`src/rtl/ntt_pkg.sv`:
```
// Shared defaults, bank-state type and slot permutation for the 8-point NTT loader.
package ntt_pkg;

    localparam int unsigned NTT_DATA_W = 8;
    localparam int unsigned NTT_N      = 8;

    typedef enum logic [1:0] {
        EMPTY   = 2'd0,
        FILLING = 2'd1,
        FULL    = 2'd2
    } bank_state_e;

    function automatic logic [2:0] bitrev3(input logic [2:0] k);
        return {k[0], k[1], k[2]};
    endfunction

endpackage

```
`src/rtl/ntt_frame_bank.sv`:
```
// One frame buffer of the ping/pong pair: N coefficient slots, captured modulus
// and the EMPTY/FILLING/FULL occupancy state.
module ntt_frame_bank
    import ntt_pkg::*;
#(
    parameter int unsigned DATA_W = NTT_DATA_W,
    parameter int unsigned N      = NTT_N
) (
    input  logic                clk,
    input  logic                rst_n,
    input  logic                wr_en_i,
    input  logic [2:0]          wr_slot_i,
    input  logic [DATA_W-1:0]   wr_data_i,
    input  logic                wr_first_i,
    input  logic [DATA_W-1:0]   wr_mod_i,
    input  logic                wr_last_i,
    input  logic                consume_i,
    output bank_state_e         state_o,
    output logic [N*DATA_W-1:0] data_o,
    output logic [DATA_W-1:0]   mod_o
);

    bank_state_e       state_q, state_d;
    logic [DATA_W-1:0] mem_q [N];
    logic [DATA_W-1:0] mod_q;

    // A write and a consume never target the same bank in one cycle:
    // writes need a non-FULL bank, consumes need a FULL one.
    always_comb begin
        state_d = state_q;
        if (consume_i) begin
            state_d = EMPTY;
        end else if (wr_en_i) begin
            state_d = wr_last_i ? FULL : FILLING;
        end
    end

    always_ff @(posedge clk or negedge rst_n) begin
        if (!rst_n) begin
            state_q <= EMPTY;
            mod_q   <= '0;
            for (int unsigned i = 0; i < N; i++) begin
                mem_q[i] <= '0;
            end
        end else begin
            state_q <= state_d;
            if (wr_en_i) begin
                mem_q[wr_slot_i] <= wr_data_i;
            end
            if (wr_en_i && wr_first_i) begin
                mod_q <= wr_mod_i;
            end
        end
    end

    always_comb begin
        for (int unsigned i = 0; i < N; i++) begin
            data_o[i*DATA_W +: DATA_W] = mem_q[i];
        end
    end

    assign state_o = state_q;
    assign mod_o   = mod_q;

endmodule

```
`src/rtl/ntt8_bitrev_loader.sv`:
```
// Serial-to-frame loader for an 8-point NTT: writes beats in bit-reversed slot order
// into ping/pong banks. Optional NTT_LOADER_MODREDUCE_EN stores in_data % q.
module ntt8_bitrev_loader
    import ntt_pkg::*;
#(
    parameter int unsigned DATA_W = NTT_DATA_W,
    parameter int unsigned N      = NTT_N
) (
    input  logic                clk,
    input  logic                rst_n,
    input  logic                in_valid,
    output logic                in_ready,
    input  logic [DATA_W-1:0]   in_data,
    input  logic                in_last,
    input  logic [DATA_W-1:0]   mod,
    output logic                frame_valid,
    input  logic                frame_ready,
    output logic [N*DATA_W-1:0] frame_data,
    output logic [DATA_W-1:0]   frame_mod,
    output logic                frame_err
);

    logic [2:0]          wr_cnt_q, wr_cnt_d;
    logic                wr_bank_q, wr_bank_d;
    logic                rd_bank_q, rd_bank_d;
    logic                err_q, err_d;
    logic                accept, consume, beat_last;
    logic [DATA_W-1:0]   wr_data;
    bank_state_e         bank_state [2];
    logic [N*DATA_W-1:0] bank_data  [2];
    logic [DATA_W-1:0]   bank_mod   [2];

    assign in_ready    = (bank_state[wr_bank_q] != FULL);
    assign frame_valid = (bank_state[rd_bank_q] == FULL);
    assign frame_data  = bank_data[rd_bank_q];
    assign frame_mod   = bank_mod[rd_bank_q];
    assign frame_err   = err_q;
    assign accept      = in_valid && in_ready;
    assign consume     = frame_valid && frame_ready;
    assign beat_last   = (wr_cnt_q == 3'd7);

`ifdef NTT_LOADER_MODREDUCE_EN
    // Beat 0 reduces by the modulus arriving with it; later beats by the captured q.
    logic [DATA_W-1:0] q_eff;
    always_comb begin
        q_eff   = (wr_cnt_q == '0) ? mod : bank_mod[wr_bank_q];
        wr_data = (q_eff == '0) ? in_data : in_data % q_eff;
    end
`else
    assign wr_data = in_data;
`endif

    always_comb begin
        wr_cnt_d  = wr_cnt_q;
        wr_bank_d = wr_bank_q;
        rd_bank_d = rd_bank_q;
        err_d     = err_q;
        if (accept) begin
            wr_cnt_d = wr_cnt_q + 3'd1;
            if (beat_last) begin
                wr_bank_d = ~wr_bank_q;
            end
            if (in_last != beat_last) begin
                err_d = 1'b1;
            end
        end
        if (consume) begin
            rd_bank_d = ~rd_bank_q;
        end
    end

    always_ff @(posedge clk or negedge rst_n) begin
        if (!rst_n) begin
            wr_cnt_q  <= '0;
            wr_bank_q <= 1'b0;
            rd_bank_q <= 1'b0;
            err_q     <= 1'b0;
        end else begin
            wr_cnt_q  <= wr_cnt_d;
            wr_bank_q <= wr_bank_d;
            rd_bank_q <= rd_bank_d;
            err_q     <= err_d;
        end
    end

    for (genvar b = 0; b < 2; b++) begin : g_bank
        ntt_frame_bank #(
            .DATA_W (DATA_W),
            .N      (N)
        ) u_bank (
            .clk        (clk),
            .rst_n      (rst_n),
            .wr_en_i    (accept && (wr_bank_q == 1'(b))),
            .wr_slot_i  (bitrev3(wr_cnt_q)),
            .wr_data_i  (wr_data),
            .wr_first_i (wr_cnt_q == '0),
            .wr_mod_i   (mod),
            .wr_last_i  (beat_last),
            .consume_i  (consume && (rd_bank_q == 1'(b))),
            .state_o    (bank_state[b]),
            .data_o     (bank_data[b]),
            .mod_o      (bank_mod[b])
        );
    end

endmodule
```
`config.mk`:
```
export PLATFORM = sky130hd
export DESIGN_NAME = ntt8_bitrev_loader
export DESIGN_NICKNAME = d
export VERILOG_FILES = /design/src/rtl/ntt_pkg.sv /design/src/rtl/ntt_frame_bank.sv /design/src/rtl/ntt8_bitrev_loader.sv
export SDC_FILE = /design/constraint.sdc
export NUM_CORES = 1
export LEC_CHECK = 0
export CORE_ASPECT_RATIO = 0.5
export CORE_MARGIN = 2
export CORE_UTILIZATION = 40
export CTS_CLUSTER_DIAMETER = 150
export CTS_CLUSTER_SIZE = 24
export DETAILED_ROUTE_END_ITERATION = 8
export SYNTH_ARGS = -nofsm -noshare
export SYNTH_HDL_FRONTEND = slang
export SYNTH_HIERARCHICAL = 1
export SYNTH_SLANG_ARGS = --single-unit
```
`constraint.sdc`:
```
create_clock -name clk -period 2.5 [get_ports clk]
set_input_delay 0.5 -clock clk [delete_from_list [all_inputs] [get_ports clk]]
set_output_delay 0.5 -clock clk [all_outputs]
set_load 0.03 [all_outputs]
```
==> results of run 1 <==
[report_power, final]
group	switching (W)	total [W]	internal [W]
logic	0.00340	0.00653	0.00312
registers	0.000671	0.00439	0.00372
clock network	0.00108	0.00250	0.00142
total	0.00515	0.0134	0.00826
[cell families (layout without fill, tap and decap cells)]
logic type                 after synthesis  count (layout)  synth area share
AOI/OAI and AO/OA                        9               9           0.00870
DFF                                    154             154             0.547
adders and majority gates                3               3           0.00533
buffers and inverters                   25             153            0.0261
muxes                                  220             220             0.365
xor gates and xnor gates                 2               2           0.00249
and+or+nand+nor                         36              36            0.0451
[flip-flops by register name, indices dropped and copies added, names as in the netlist]
name                   cells
wr_bank_q                  1
frame_err                  1
wr_cnt_q                   3
g_bank.u_bank/data_o     128
g_bank.u_bank/mod_o       16
rd_bank_q                  1
g_bank.u_bank/state_o      4
[cell usage in the layout (no fill, tap or decap), types with 5 or more instances in the layout]
cell,synthesis,final
dlygate4sd2_1,0,71
clkbuf_16,0,17
dfrtp_1,154,153
mux2_2,192,192
mux2_4,26,26
nand2_1,6,6
clkinvlp_4,0,5
buf_4,2,19
clkdlybuf4s50_1,0,23
[metrics by stage]
step | utilization | worst slack [ns] | cell area [um^2] | cells | power (W)
after floorplan | - | 0.559 | 7040 | 449 | 0.00921
after global placement | 0.481 | 0.0896 | 8330 | 777 | 0.0115
after detailed placement | 0.481 | 0.0735 | 8330 | 777 | 0.0116
after CTS | 0.510 | 0.0287 | 8830 | 811 | 0.0136
after global routing | 0.510 | 0.0133 | 8840 | 811 | 0.0142
final | 0.510 | 0.0737 | 8840 | 811 | 0.0134
[final timing paths]
path,startpoint,end,slack (ns),cells past startpoint
setup / recovery,rd_bank_q$_DFFE_PN0P_,frame_data[33],0.07,3
hold / removal,rst_n,g_bank[1].u_bank/data_o[28]$_DFFE_PN0P_,0.06,1
setup reg to reg,wr_cnt_q[2]$_DFFE_PN0P_,g_bank[0].u_bank/mod_o[1]$_DFFE_PN0P_,0.56,3
hold reg to reg,frame_err$_DFFE_PN0P_,frame_err$_DFFE_PN0P_,0.48,1
max in group asynchronous,rst_n,g_bank[0].u_bank/data_o[53]$_DFFE_PN0P_,1.73,2
min in group clk,frame_err$_DFFE_PN0P_,frame_err$_DFFE_PN0P_,0.48,1
[routing by layer]
layer,track usage,routed length [um]
met5,0,0
met4,0.0533,182
met3,0.0363,484
met2,0.264,6970
met1,0.238,7310
[cell type report]
class                      instances  share of cell area
tap                              234              0.0331
sequential                       154               0.436
clock buffer                      19              0.0501
inverter                           2            0.000849
timing repair buffer             119               0.124
multi-input combinational        270               0.340
clock inverter                    13              0.0151
[what timing repair did]
| action | 4_1_cts | 5_1_grt |
|---|---|---|
| setup endpoints to repair | 69 | 1 |
| gates resized for setup | 71 | 1 |
| gates cloned | 0 | 0 |
| setup buffers | 2 | 0 |
==> impl_metrics.tcl, run 1 <==
set metrics [dict create \
    vias 4032 \
    power_density_nw_per_um2 1520 \
    drv_slew 0 \
    syn-cell-area_um2 7040 \
    syn-num-nets 473 \
    grt_max_degree 61 \
    ios 96 \
    ys_dominant_reg_cell "dfrtp_1" \
    drv_cap 0 \
    drive_above_1_share 0.497 \
    cts_tree "done" \
    crit_fanout 21 \
    synth-async-reset-ratio 1.00 \
    startpoint_type "register" \
    nFillCells 1510 \
    path_class "register to output pin" \
    synth_top_cell_by_area "dfrtp_1" \
    p_leak_nw 4.09 \
    drc 0 \
    end_kind "output pin" \
    dieArea_um2 18800 \
    drtAntennaViolNets 0 \
    antenna_cells 0 \
    crit_path_top_delay_cell "dfrtp_4" \
    grt_pass1_wl_um 24000 \
    ys.warnings.count 6 \
    wire_per_inst_um 18.4 \
    yosysTopAreaCellShare 0.547 \
    cts_root_buf "clkbuf_16" \
    globalRouteOverflowTotal 0 \
    timing.fmax_mhz 412 \
    synthCells 449 \
    syn2layout_area_growth_pct 25.5 \
    fin_skew_ns 0.0134 \
    clk_latency_ns 0.42 \
    tns_ns 0 \
    dieHeight_um 97.8 \
    hold_viol_final 0 \
    ys_seq_area_frac 0.547 \
    setup_viol 0 \
    avgSynthCellArea_um2 15.7 \
    dp_hpwl_um 9630 \
    cpPeakStageDelay_ns 0.54 \
    antenna_found_initial 0 \
    hp-class "input port to asynchronous set/reset pin" \
    status "finished, final reports clean" \
    synth_edf_count 0 \
    coreArea_um2 17300 \
    gr-usage-all-layers 0.170 \
    rsz0062_at_grt "no" \
    dieWidth_um 192 \
    yosys-top-cells-count "192 x mux2_2, 154 x dfrtp_1, 26 x mux2_4" \
    crit_required_ns 2.00 \
    postCtsHoldBufs 0 \
    crit_family "buffers and inverters" \
    place_congestion 0.714 \
    vdd_drop_max_mv 0.672 \
    routed_via_density 4.97 \
    path_cells "buf_12, mux2_2, dlygate4sd2_1" \
    totalWireLength_um 14900 \
    multiInputGateArea_um2 3010 \
    htree_levels 4 \
    worstPathArrival_ns 1.93 \
    place.port_buffers 95 \
    grt_pass1_vias 4231 \
    nNetsFinal 588 \
    seqCellArea_um2 3860 \
    yosysMostFrequentCell "mux2_2" \
    clock-sinks 154 \
    cts_buffer_depth 2 \
    synth_seq_cells 154 \
    initial_utilization 0.407 \
    path_buf_inv 2 \
    cts_inserted_buffers 17 \
    fin_crit_ns 2.43 \
    firstDrtPassIters 4 \
    hold_slack_ns 0.0559 \
    max_slew_margin 0.492 \
    tightest_slew_ns 0.762 \
    clkTransAtPathRegs_ns 0.07 \
    num_rows 34 \
    finalCritPeriodShare 0.971 \
    drt_first_iter_violations 181 \
    synthTopCellsByArea "dfrtp_1 55%, mux2_2 31%, mux2_4 5.5%" \
    yosysUniqueCellTypes 31 \
]
(Power assumes the default switching activity.)
==> run 2: changes to the inputs <==
--- a/config.mk
+++ b/config.mk
@@ -8,6 +8,7 @@
 export CORE_ASPECT_RATIO = 0.5
 export CORE_MARGIN = 2
 export CORE_UTILIZATION = 40
+export CTS_BUF_LIST = sky130_fd_sc_hd__clkbuf_8
 export CTS_CLUSTER_DIAMETER = 150
 export CTS_CLUSTER_SIZE = 24
 export DETAILED_ROUTE_END_ITERATION = 8
==> run 2 against run 1 <==
Combinational power about the same. Largest cell class unchanged. Fmax is essentially flat. Clock skew shrank 0.0029 ns. Cell count did not move. Critical path type unchanged.
==> impl_metrics.tcl, run 2 (synthesized netlist as in run 1, its figures left out) <==
set metrics [dict create \
    cts_root_buf "clkbuf_8" \
    num_rows 34 \
    crit_fanout 21 \
    dp_hpwl_um 9630 \
    end_kind "output pin" \
    grt_max_degree 61 \
    largest_reg_flops 128 \
    routed_via_density 4.98 \
    instances_no_fill 811 \
    tns_ns 0 \
    grt_pass1_vias 4257 \
    vdd_drop_max_mv 0.671 \
    dp.cells 777 \
    fin_util 0.497 \
    htree_levels 4 \
    drv_slew 0 \
    cts_inserted_buffers 17 \
    hp-class "input port to asynchronous set/reset pin" \
    drtAntennaViolNets 0 \
    max_slew_margin 0.490 \
    clkTransAtPathRegs_ns 0.09 \
    nNetsFinal 588 \
    wire_per_inst_um 18.4 \
    finalCritPeriodShare 0.971 \
    cts_tree "done" \
    status "finished, final reports clean" \
    totalWireLength_um 14900 \
    antenna_cells 0 \
    drt_first_iter_violations 189 \
    vias 4039 \
    tightest_slew_ns 0.765 \
    drive_above_1_share 0.523 \
    fin_skew_ns 0.0106 \
    timing.fmax_mhz 412 \
    final_cell_mix "192 x mux2_2, 153 x dfrtp_1, 45 x dlygate4sd2_1" \
    setup_viol 0 \
    fin_ws_ns 0.0717 \
    initial_utilization 0.407 \
    dieHeight_um 97.8 \
    hold_slack_ns 0.0335 \
    fin_crit_ns 2.43 \
    clock-sinks 154 \
    p_leak_nw 3.98 \
    dieArea_um2 18800 \
    drv_cap 0 \
    place_ws_ns 0.0735 \
    ios 96 \
    rsz0062_at_grt "no" \
    syn2layout_area_growth_pct 22.2 \
    grt_pass1_wl_um 24000 \
    coreArea_um2 17300 \
    gr-usage-all-layers 0.169 \
    hold_viol_final 0 \
    place.port_buffers 95 \
    worstPathArrival_ns 1.93 \
    cts_buffer_depth 2 \
    dieWidth_um 192 \
    power_density_nw_per_um2 1480 \
    crit_required_ns 2.00 \
    clk_latency_ns 0.43 \
    antenna_found_initial 0 \
    globalRouteOverflowTotal 0 \
    path_class "register to output pin" \
    final_common_cell "mux2_2" \
    place_congestion 0.714 \
    firstDrtPassIters 4 \
    startpoint_type "register" \
    drc 0 \
]
-- run 2: cell types whose count changed in the layout (fill, tap and decap cells not counted), sizes merged --
cell	previous run	this run
clkbuf	19	33
clkdlybuf4s15	0	11
clkdlybuf4s50	23	22
dlygate4sd2	71	45
dlymetal6s2s	0	1
inv	8	9
-- run 2: stage by stage --
stage / area, um^2 / total power [W]
after CTS: 8650 / 0.0129
after global routing: 8610 / 0.0135
final: 8610 / 0.0127
after floorplan: 7040 / 0.00921
after detailed placement: 8330 / 0.0116
after global placement: 8330 / 0.0115
-- run 2: power by group --
part	internal, W	switching, W	total, W
clock	0.000837	0.000993	0.00183
sequential	0.00371	0.000670	0.00438
combinational	0.00310	0.00341	0.00651
-- run 2: critical path, stage by stage (launching register included) --
cell and delay [ns]:
dfrtp_4 0.55, buf_12 0.22, mux2_2 0.36, clkdlybuf4s15_1 0.35
-- run 2: per-layer routing --
metal | vias up | wire (um) | GRT usage | part of all wire
li1 | 1869 | - | - | -
met1 | 2105 | 7340 | 0.237 | 0.49
met2 | 58 | 6890 | 0.263 | 0.46
met3 | 7 | 562 | 0.0428 | 0.038
met4 | 0 | 88 | 0.0408 | 0.0059
met5 | - | 0 | 0 | 0
-- run 2: what timing repair did --
| item | CTS | global route |
|---|---|---|
| gates resized for setup | 72 | 42 |
| setup buffers | 2 | 0 |
| setup endpoints to repair | 73 | 27 |
| hold buffers | 0 | 0 |
| endpoints found under the hold margin | 0 | 0 |
-- run 2: worst paths after layout --
check	startpoint	end	slack, ns	cells past startpoint
min	rst_n	g_bank[1].u_bank/data_o[28]$_DFFE_PN0P_	0.03	1
max	rd_bank_q$_DFFE_PN0P_	frame_data[41]	0.07	3
max reg2reg	wr_cnt_q[2]$_DFFE_PN0P_	g_bank[0].u_bank/mod_o[1]$_DFFE_PN0P_	0.55	3
min reg2reg	frame_err$_DFFE_PN0P_	frame_err$_DFFE_PN0P_	0.49	1
min in group clk	frame_err$_DFFE_PN0P_	frame_err$_DFFE_PN0P_	0.49	1
max in group asynchronous	rst_n	g_bank[0].u_bank/data_o[50]$_DFFE_PN0P_	1.76	2
-- run 2: cell type report --
| cell class | count | area (um^2) |
|---|---|---|
| Fill cell | 1536 | 8710 |
| Sequential cell | 154 | 3860 |
| Multi-Input combinational cell | 270 | 3010 |
| Timing Repair Buffer | 119 | 1060 |
| Tap cell | 234 | 293 |
| Clock buffer | 18 | 248 |
| Clock inverter | 14 | 138 |
| Inverter | 2 | 7.51 |
==> run 3: changes to the inputs <==
--- a/config.mk
+++ b/config.mk
@@ -12,6 +12,8 @@
 export CTS_CLUSTER_DIAMETER = 150
 export CTS_CLUSTER_SIZE = 24
 export DETAILED_ROUTE_END_ITERATION = 8
+export DONT_BUFFER_PORTS = 1
+export GPL_ROUTABILITY_DRIVEN = 0
 export SYNTH_ARGS = -nofsm -noshare
 export SYNTH_HDL_FRONTEND = slang
 export SYNTH_HIERARCHICAL = 1
==> run 3 against run 2 <==
The run now ends with negative hold slack left. Sequential share of layout area rose by 5.8 points. Register-to-register slack got worse by 0.20 ns. Highest routed layer unchanged. Largest cell class unchanged. Critical endpoint is now frame_data[35]. Combinational power decreased by 17%. Total power decreased by 9.1%. Core utilization shrank 5.7 points.
==> impl_metrics.tcl, run 3 (synthesized netlist as in run 1, its figures left out) <==
set metrics [dict create \
    cts_root_buf "clkbuf_8" \
    fin_area_um2 7620 \
    final_cell_mix "192 x mux2_2, 153 x dfrtp_1, 26 x mux2_4" \
    grt_max_degree 155 \
    firstDrtPassIters 4 \
    dieArea_um2 18800 \
    drtAntennaViolNets 0 \
    ios 96 \
    place.port_buffers 0 \
    placed_area_um2 7260 \
    cts_buffer_depth 2 \
    dieHeight_um 97.8 \
    finalPower_w 0.0116 \
    clock-sinks 154 \
    fin_crit_ns 2.21 \
    fin_ws_ns 0.289 \
    startpoint_type "register" \
    cts_inserted_buffers 17 \
    drv_slew 0 \
    nNetsFinal 478 \
    cts_tree "done" \
    status "finished, violations left" \
    setup_viol 0 \
    tightest_slew_ns 0.744 \
    fin_util 0.440 \
    dieWidth_um 192 \
    globalRouteOverflowTotal 0 \
    routed_via_density 5.08 \
    hold_viol_final 154 \
    antenna_found_initial 0 \
    hp-class "input port to asynchronous set/reset pin" \
    vdd_drop_max_mv 0.598 \
    hold_slack_ns -0.262 \
    tns_ns 0 \
    clkTransAtPathRegs_ns 0.10 \
    rsz0062_at_grt "no" \
    path_class "register to output pin" \
    final_common_cell "mux2_2" \
    vias 3562 \
    num_rows 34 \
    fin_skew_ns 0.0188 \
    grt_pass1_wl_um 22000 \
    place_ws_ns 0.264 \
    end_kind "output pin" \
    finalCritPeriodShare 0.885 \
    dp_hpwl_um 8730 \
    worstPathArrival_ns 1.71 \
    drive_above_1_share 0.580 \
    coreArea_um2 17300 \
    drv_cap 0 \
    drt_first_iter_violations 188 \
    crit_required_ns 2.00 \
    timing.fmax_mhz 452 \
    gr-usage-all-layers 0.157 \
    wire_per_inst_um 19.9 \
    postCtsSetupBuffers 0 \
    antenna_cells 0 \
    largest_reg_flops 128 \
    max_slew_margin 0.504 \
    clk_latency_ns 0.45 \
    crit_fanout 35 \
    violations "negative hold slack" \
    initial_utilization 0.407 \
    power_density_nw_per_um2 1520 \
    syn2layout_area_growth_pct 8.22 \
    p_leak_nw 3.40 \
    grt_pass1_vias 3719 \
    totalWireLength_um 13900 \
    drc 0 \
    cts_resized 0 \
    htree_levels 4 \
]
[run 3: per-stage QoR]
stage               hold slack [ns]  cells
floorplan                     0.204    449
global placement              0.208    669
detailed placement            0.207    669
CTS                          -0.299    701
global route                 -0.311    701
finish                       -0.262    701
[run 3: path summary, 6_finish.rpt]
kind                       cells past startpoint  slack [ns]                                      end                                    start
max in group asynchronous                      0        2.56                    rd_bank_q$_DFFE_PN0P_                                    rst_n
min in group clk                               1        0.20  g_bank[1].u_bank/data_o[21]$_DFFE_PN0P_                               in_data[5]
min                                            0       -0.26  g_bank[1].u_bank/data_o[21]$_DFFE_PN0P_                                    rst_n
max                                            2        0.29                           frame_data[35]                    rd_bank_q$_DFFE_PN0P_
min reg2reg                                    1        0.51  g_bank[1].u_bank/data_o[14]$_DFFE_PN0P_  g_bank[1].u_bank/data_o[14]$_DFFE_PN0P_
max reg2reg                                    4        0.35   g_bank[1].u_bank/data_o[1]$_DFFE_PN0P_  g_bank[1].u_bank/state_o[1]$_DFFE_PN0P_
[run 3: routing by layer]
metal	GRT usage	wire, um	share of wire	up-vias
li1	-	-	-	1643
met1	0.221	7060	0.51	1860
met2	0.234	6230	0.45	49
met3	0.0457	546	0.039	10
met4	0.0444	113	0.0081	0
met5	0	0	0	-
[run 3: area by class of cell]
class	instances	area, um^2
fillers	1555	9690
flip-flops and latches	154	3860
inverters	2	7.51
well taps	234	293
clock buffers	17	234
multi-input cells	270	3010
repair buffers	9	92.6
clock inverters	15	133
[run 3: report_power, final]
group / switching, W / internal, W / total [W]
Combinational: 0.00311 / 0.00230 / 0.00541
Clock: 0.00104 / 0.000728 / 0.00176
Sequential: 0.000672 / 0.00371 / 0.00438
[run 3: critical path, stage by stage, from the launching register on]
cell and delay [ns]:
dfrtp_4 0.50, buf_12 0.27, mux2_2 0.48
